$ cat src/rtl/nts_tx_dispatch_arbiter_pkg.sv
// rtl/nts_tx_dispatch_arbiter_pkg.sv - shared state encoding and MAC byte-mask helpers
package nts_tx_dispatch_arbiter_pkg;

  typedef enum logic [2:0] {
    ST_IDLE      = 3'd0,
    ST_GRANT     = 3'd1,
    ST_READ      = 3'd2,
    ST_WAIT_DATA = 3'd3,
    ST_SEND      = 3'd4,
    ST_RELEASE   = 3'd5
  } state_t;

  localparam logic [7:0] MAC_MASK_ALL = 8'hFF;

  function automatic logic bytes_illegal(input logic [3:0] bytes);
    return (bytes == 4'd0) || (bytes > 4'd8);
  endfunction

  // Byte 0 sits in the MSBs, so a short last word keeps the upper mask bits.
  function automatic logic [7:0] last_word_mask(input logic [3:0] bytes);
    if (bytes_illegal(bytes)) return MAC_MASK_ALL;
    return MAC_MASK_ALL << (4'd8 - bytes);
  endfunction

endpackage

$ cat src/rtl/nts_rr_arbiter.sv
// rtl/nts_rr_arbiter.sv - combinational round-robin picker
// Searches upward from last_grant+1 (mod N); the nearest requester wins.
module nts_rr_arbiter #(
  parameter int N = 4,
  parameter int W = 2
) (
  input  logic [N-1:0] req,
  input  logic [W-1:0] last_grant,
  output logic [W-1:0] grant,
  output logic         grant_valid
);

  int           idx;
  logic [W-1:0] sel;

  // Walk from farthest to nearest so the last hit is the closest requester.
  always_comb begin
    grant       = '0;
    grant_valid = 1'b0;
    idx         = 0;
    sel         = '0;
    for (int i = N; i >= 1; i--) begin
      idx = (int'(last_grant) + i) % N;
      sel = W'(idx);
      if (req[sel]) begin
        grant       = sel;
        grant_valid = 1'b1;
      end
    end
  end

endmodule

$ cat src/rtl/nts_tx_dispatch_arbiter.sv
// rtl/nts_tx_dispatch_arbiter.sv - shares one MAC Tx port among NTS engine Tx buffers
// Picks an engine round-robin, drains its FIFO onto the MAC stream, then releases the buffer.
module nts_tx_dispatch_arbiter
  import nts_tx_dispatch_arbiter_pkg::*;
#(
  parameter int ENGINES  = 4,
  parameter int ENGINE_W = 2
) (
  input  logic                  i_clk,
  input  logic                  i_areset,
  input  logic [ENGINES-1:0]    i_engine_packet_available,
  output logic [ENGINES-1:0]    o_engine_packet_read,
  input  logic [ENGINES-1:0]    i_engine_fifo_empty,
  output logic [ENGINES-1:0]    o_engine_fifo_rd_en,
  input  logic [64*ENGINES-1:0] i_engine_fifo_rd_data,
  input  logic [4*ENGINES-1:0]  i_engine_bytes_last_word,
  output logic [63:0]           o_mac_data,
  output logic [7:0]            o_mac_data_valid,
  output logic                  o_mac_last,
  input  logic                  i_mac_ready,
  output logic [ENGINE_W-1:0]   o_grant,
  output logic                  o_busy,
  output logic                  o_error,
  output logic [31:0]           o_packets_sent
);

  state_t               state;
  logic [ENGINE_W-1:0]  last_grant;
  logic [ENGINE_W-1:0]  pick;
  logic                 pick_valid;
  logic                 word_sent;
  logic [63:0]          sel_data;
  logic [3:0]           sel_bytes;
  logic                 sel_empty;
  logic [ENGINES-1:0]   grant_onehot;

  nts_rr_arbiter #(
    .N (ENGINES),
    .W (ENGINE_W)
  ) u_rr (
    .req         (i_engine_packet_available),
    .last_grant  (last_grant),
    .grant       (pick),
    .grant_valid (pick_valid)
  );

  assign grant_onehot = ENGINES'(1) << o_grant;

  always_comb begin
    sel_data  = '0;
    sel_bytes = '0;
    sel_empty = 1'b1;
    for (int e = 0; e < ENGINES; e++) begin
      if (o_grant == ENGINE_W'(e)) begin
        sel_data  = i_engine_fifo_rd_data[64*e +: 64];
        sel_bytes = i_engine_bytes_last_word[4*e +: 4];
        sel_empty = i_engine_fifo_empty[e];
      end
    end
  end

  always_ff @(posedge i_clk or posedge i_areset) begin
    if (i_areset) begin
      state                <= ST_IDLE;
      last_grant           <= ENGINE_W'(ENGINES - 1);
      word_sent            <= 1'b0;
      o_engine_packet_read <= '0;
      o_engine_fifo_rd_en  <= '0;
      o_mac_data           <= '0;
      o_mac_data_valid     <= '0;
      o_mac_last           <= 1'b0;
      o_grant              <= '0;
      o_busy               <= 1'b0;
      o_error              <= 1'b0;
      o_packets_sent       <= '0;
    end else begin
      o_engine_packet_read <= '0;
      o_engine_fifo_rd_en  <= '0;
      o_error              <= 1'b0;
      case (state)
        ST_IDLE: begin
          if (pick_valid) begin
            o_grant   <= pick;
            word_sent <= 1'b0;
            o_busy    <= 1'b1;
            state     <= ST_GRANT;
          end
        end
        ST_GRANT: begin
          if (sel_empty) begin
            o_engine_packet_read <= grant_onehot;
            state                <= ST_RELEASE;
          end else begin
            o_engine_fifo_rd_en <= grant_onehot;
            state               <= ST_READ;
          end
        end
        ST_READ: state <= ST_WAIT_DATA;
        // FIFO empty right after the pop means this word closes the packet.
        ST_WAIT_DATA: begin
          o_mac_data       <= sel_data;
          o_mac_last       <= sel_empty;
          o_mac_data_valid <= sel_empty ? last_word_mask(sel_bytes) : MAC_MASK_ALL;
          o_error          <= sel_empty && bytes_illegal(sel_bytes);
          state            <= ST_SEND;
        end
        ST_SEND: begin
          if (i_mac_ready) begin
            o_mac_data       <= '0;
            o_mac_data_valid <= '0;
            o_mac_last       <= 1'b0;
            word_sent        <= 1'b1;
            if (o_mac_last) begin
              o_engine_packet_read <= grant_onehot;
              state                <= ST_RELEASE;
            end else begin
              o_engine_fifo_rd_en <= grant_onehot;
              state               <= ST_READ;
            end
          end
        end
        ST_RELEASE: begin
          last_grant <= o_grant;
          if (word_sent) o_packets_sent <= o_packets_sent + 32'd1;
          o_busy     <= 1'b0;
          state      <= ST_IDLE;
        end
        default: begin
          o_busy <= 1'b0;
          state  <= ST_IDLE;
        end
      endcase
    end
  end

endmodule

$ cat config.mk
export PLATFORM = sky130hd
export DESIGN_NAME = nts_tx_dispatch_arbiter
export DESIGN_NICKNAME = d
export VERILOG_FILES = /design/src/rtl/nts_tx_dispatch_arbiter_pkg.sv /design/src/rtl/nts_rr_arbiter.sv /design/src/rtl/nts_tx_dispatch_arbiter.sv
export SDC_FILE = /design/constraint.sdc
export NUM_CORES = 1
export LEC_CHECK = 0
export ABC_AREA = 1
export CORE_MARGIN = 10
export CORE_UTILIZATION = 34
export CTS_CLUSTER_DIAMETER = 50
export DETAILED_ROUTE_END_ITERATION = 10
export DONT_BUFFER_PORTS = 1
export GPL_TIMING_DRIVEN = 0
export PLACE_DENSITY = 0.49
export SKIP_LAST_GASP = 1
export SYNTH_ARGS = -nofsm -noshare
export SYNTH_HDL_FRONTEND = slang
export SYNTH_SLANG_ARGS = --single-unit
$ cat constraint.sdc
create_clock -name i_clk -period 7.7 [get_ports i_clk]
set_input_delay 0.77 -clock i_clk [delete_from_list [all_inputs] [get_ports i_clk]]
set_output_delay 0.77 -clock i_clk [all_outputs]
set_load 0.005 [all_outputs]
==> impl_metrics.json <==
{
  "finalHoldViolCount": 0,
  "path_clk_slew_ns": 0.06,
  "io_buffers": 0,
  "cts_max_level": 4,
  "maxCapViolCount": 0,
  "worst_setup_path_start_kind": "flop",
  "p_sw_share_pct": 45.44,
  "ff_latch_area_mm2": 0.003080,
  "synth_area_per_cell_um2": 7.378,
  "cts_resized": 0,
  "finalSetupViolations": 0,
  "ys_ff_latch": 123,
  "io_pins": 400,
  "holdBufCountCts": 0,
  "grt_pass1_vias": 7171,
  "drt_iter0_drc": 489,
  "grt_start_max_net_pins": 77,
  "layout-drive-gt1-share_pct": 7.761,
  "fin_tns_setup_ns": 0,
  "multiInputGateArea_mm2": 0.003660,
  "final-max-slew-violation-count": 0,
  "grt-ovfl-total": 0,
  "critical_path_arrival_ns": 2.83,
  "vias_per_cell": 5.430,
  "p_int_mw": 1.809,
  "antenna_found_initial": 1,
  "syn_inst": 972,
  "num_vias": 6956,
  "pwr-share-comb_pct": 42.9,
  "required_ns": 8.04,
  "fillers": 2271,
  "clockPowerShare_pct": 25.7,
  "path_class": "reg2reg",
  "nNetsFinal": 1279,
  "hpwl_um": 25270,
  "drt_wl_total_um": 30630,
  "status": "complete, no violations",
  "cp_max_fo": 10,
  "first_pass_iters": 7,
  "fmax_ghz": 0.4009,
  "power_switching_mw": 1.506,
  "cts_tree": "built",
  "min_period_over_period_pct": 32.40,
  "wl_per_cell_um": 23.91,
  "die_width_um": 165.2,
  "drc": 0,
  "power_mw": 3.315,
  "grt_usage_pct": 21.74,
  "syn_to_final_growth_pct": 14.01,
  "core_area_mm2": 0.02089,
  "initial_core_util_pct": 34.33,
  "numCtsBuffers": 17,
  "reg2reg_from": "o_grant[1]$_DFFE_PP0P_",
  "syn-num-nets": 1259,
  "cts_setup_buffers": 0,
  "clk_latency_ns": 0.41,
  "cts-root-buf": "clkbuf_16",
  "peakVddDrop_mv": 0.2466,
  "power_density_mw_per_mm2": 405.4,
  "syn_area_mm2": 0.007172,
  "drtAntennaViolNets": 0,
  "hold_path_class": "in2async",
  "seqPwrFrac_pct": 31.5,
  "fp.dieH_um": 165.2,
  "finalCriticalPeriod_ns": 2.495,
  "cp-end-kind": "flop",
  "die_area_mm2": 0.02730,
  "clock-sinks": 123,
  "clock_tree.buffer_depth": 2,
  "max_slew.worst_pin.slew_ns": 0.7500,
  "total_leakage_power_nw": 3.692,
  "rrSetupSlack_ns": 5.21,
  "ys_seq_area_share_pct": 42.95,
  "grt_pass1_wl_um": 44670,
  "relSlewSlack_pct": 50.00,
  "skew_ns": 0.01068,
  "yosysUniqueCellTypes": 36,
  "placementRows": 53,
  "rsz0062_at_grt": "false",
  "gp_congestion": 0.9596,
  "yosysWarnings": 0,
  "critPathLaunch": "o_grant[1]$_DFFE_PP0P_"
}
-- cells by family after synthesis --
logic type                 synth area share (%)
buffers and inverters                     6.019
DFF                                       42.95
xor gates and xnor gates                  3.297
and+or+nand+nor                           31.32
AOI/OAI and AO/OA                         15.72
adders and majority gates                0.6979
-- area by class of cell --
type,instances,area share (%)
Antenna cell,1,0.03060
Buffer,58,2.938
Clock buffer,19,5.295
Clock inverter,13,2.357
Inverter,51,2.402
Multi-Input combinational cell,740,44.76
Sequential cell,123,37.67
Tap cell,275,4.208
Timing Repair Buffer,1,0.3366
-- cells in the final DEF (no fill, tap or decap), drive strengths merged, types with 21 or more instances in the layout --
| cell type | n |
|---|---|
| clkbuf | 58 |
| o211ai | 33 |
| nor2 | 102 |
| dfrtp | 121 |
| nand2 | 269 |
| o21ai | 113 |
| nor3 | 21 |
| nand3 | 103 |
| o22ai | 21 |
| inv | 52 |
-- worst max-delay path: stages, from the launching register on --
cell	delay [ns]
dfrtp_1	0.45
inv_2	0.15
clkbuf_1	0.38
nand3_1	0.14
nand3_1	0.13
nand2_1	0.17
ha_1	0.29
nand2_1	0.12
nand2_2	0.09
nand2_2	0.10
nor2_4	0.05
nand2_2	0.11
nand2_1	0.09
o21ai_1	0.13
-- power groups by stage --
stage,clock [mW],sequential [mW],combinational [mW]
6_report,0.851,1.04,1.42
5_1_grt,0.905,1.07,1.62
4_1_cts,0.873,1.05,1.43
3_5_place_dp,0,1.06,1.42
3_3_place_gp,0,1.06,1.41
2_1_floorplan,0,0.958,1.02
-- routing by layer --
layer  GRT usage, %  vias up  share of wire [%]  wire, µm
met4          7.729        0                2.7       820
met2          37.50      325                 50     15220
met5              0        -                  0         0
met3          7.238       35                8.9      2717
met1          24.53     3274                 39     11870
li1               -     3322                  -         -
-- registers in the layout, summed over array words and instances, names as in the netlist, 2 cells and up --
name and flops:
o_mac_data 64, o_packets_sent 32, o_mac_data_valid 8, o_engine_fifo_rd_en 4, o_engine_packet_read 4, state 3
last_grant 2, o_grant 2
-- worst paths after layout --
kind	depth (start not counted)	to
setup / recovery	13	o_mac_data_valid[3]$_DFFE_PP0P_
hold / removal	1	o_mac_data[61]$_DFFE_PP0P_
setup reg to reg	13	o_mac_data_valid[3]$_DFFE_PP0P_
hold reg to reg	1	o_packets_sent[31]$_DFFE_PP0P_
max in group asynchronous	2	o_mac_data[45]$_DFFE_PP0P_
min in group i_clk	1	o_packets_sent[31]$_DFFE_PP0P_
-- synthesized netlist by cell type (all sizes together) --
| master | n | area [µm²] |
|---|---|---|
| a21oi | 3 | 15.01 |
| a22o | 5 | 43.79 |
| and2 | 1 | 6.260 |
| buf | 19 | 93.84 |
| clkbuf | 39 | 146.4 |
| clkinv | 1 | 3.750 |
| dfrtp | 121 | 3028 |
| dfstp | 2 | 52.55 |
| ha | 4 | 50.05 |
| inv | 50 | 187.7 |
| nand2 | 269 | 1022 |
| nand3 | 103 | 525.5 |
| nand4 | 16 | 115.1 |
| nor2 | 102 | 400.4 |
| nor3 | 21 | 138.9 |
| nor4 | 1 | 6.260 |
| o211ai | 33 | 247.7 |
| o21ai | 113 | 565.5 |
| o221ai | 1 | 8.760 |
| o22ai | 21 | 131.4 |
| o31ai | 13 | 97.59 |
| o32ai | 1 | 8.760 |
| o41ai | 1 | 8.760 |
| or2 | 5 | 31.28 |
| xnor2 | 9 | 78.83 |
| xor2 | 18 | 157.7 |
-- metrics by stage --
stage	area (µm²)	hold WS (ns)	util [%]	instances	worst slack, ns
floorplan	7172	0.4647	-	972	3.662
global placement	7516	0.5000	35.98	1247	1.960
detailed placement	7548	0.4977	36.14	1248	5.246
CTS	8174	0.2456	39.13	1280	5.223
global route	8177	0.2500	39.14	1281	4.969
finish	8177	0.2328	39.14	1281	5.205
Power figures use the tool's default switching activity.
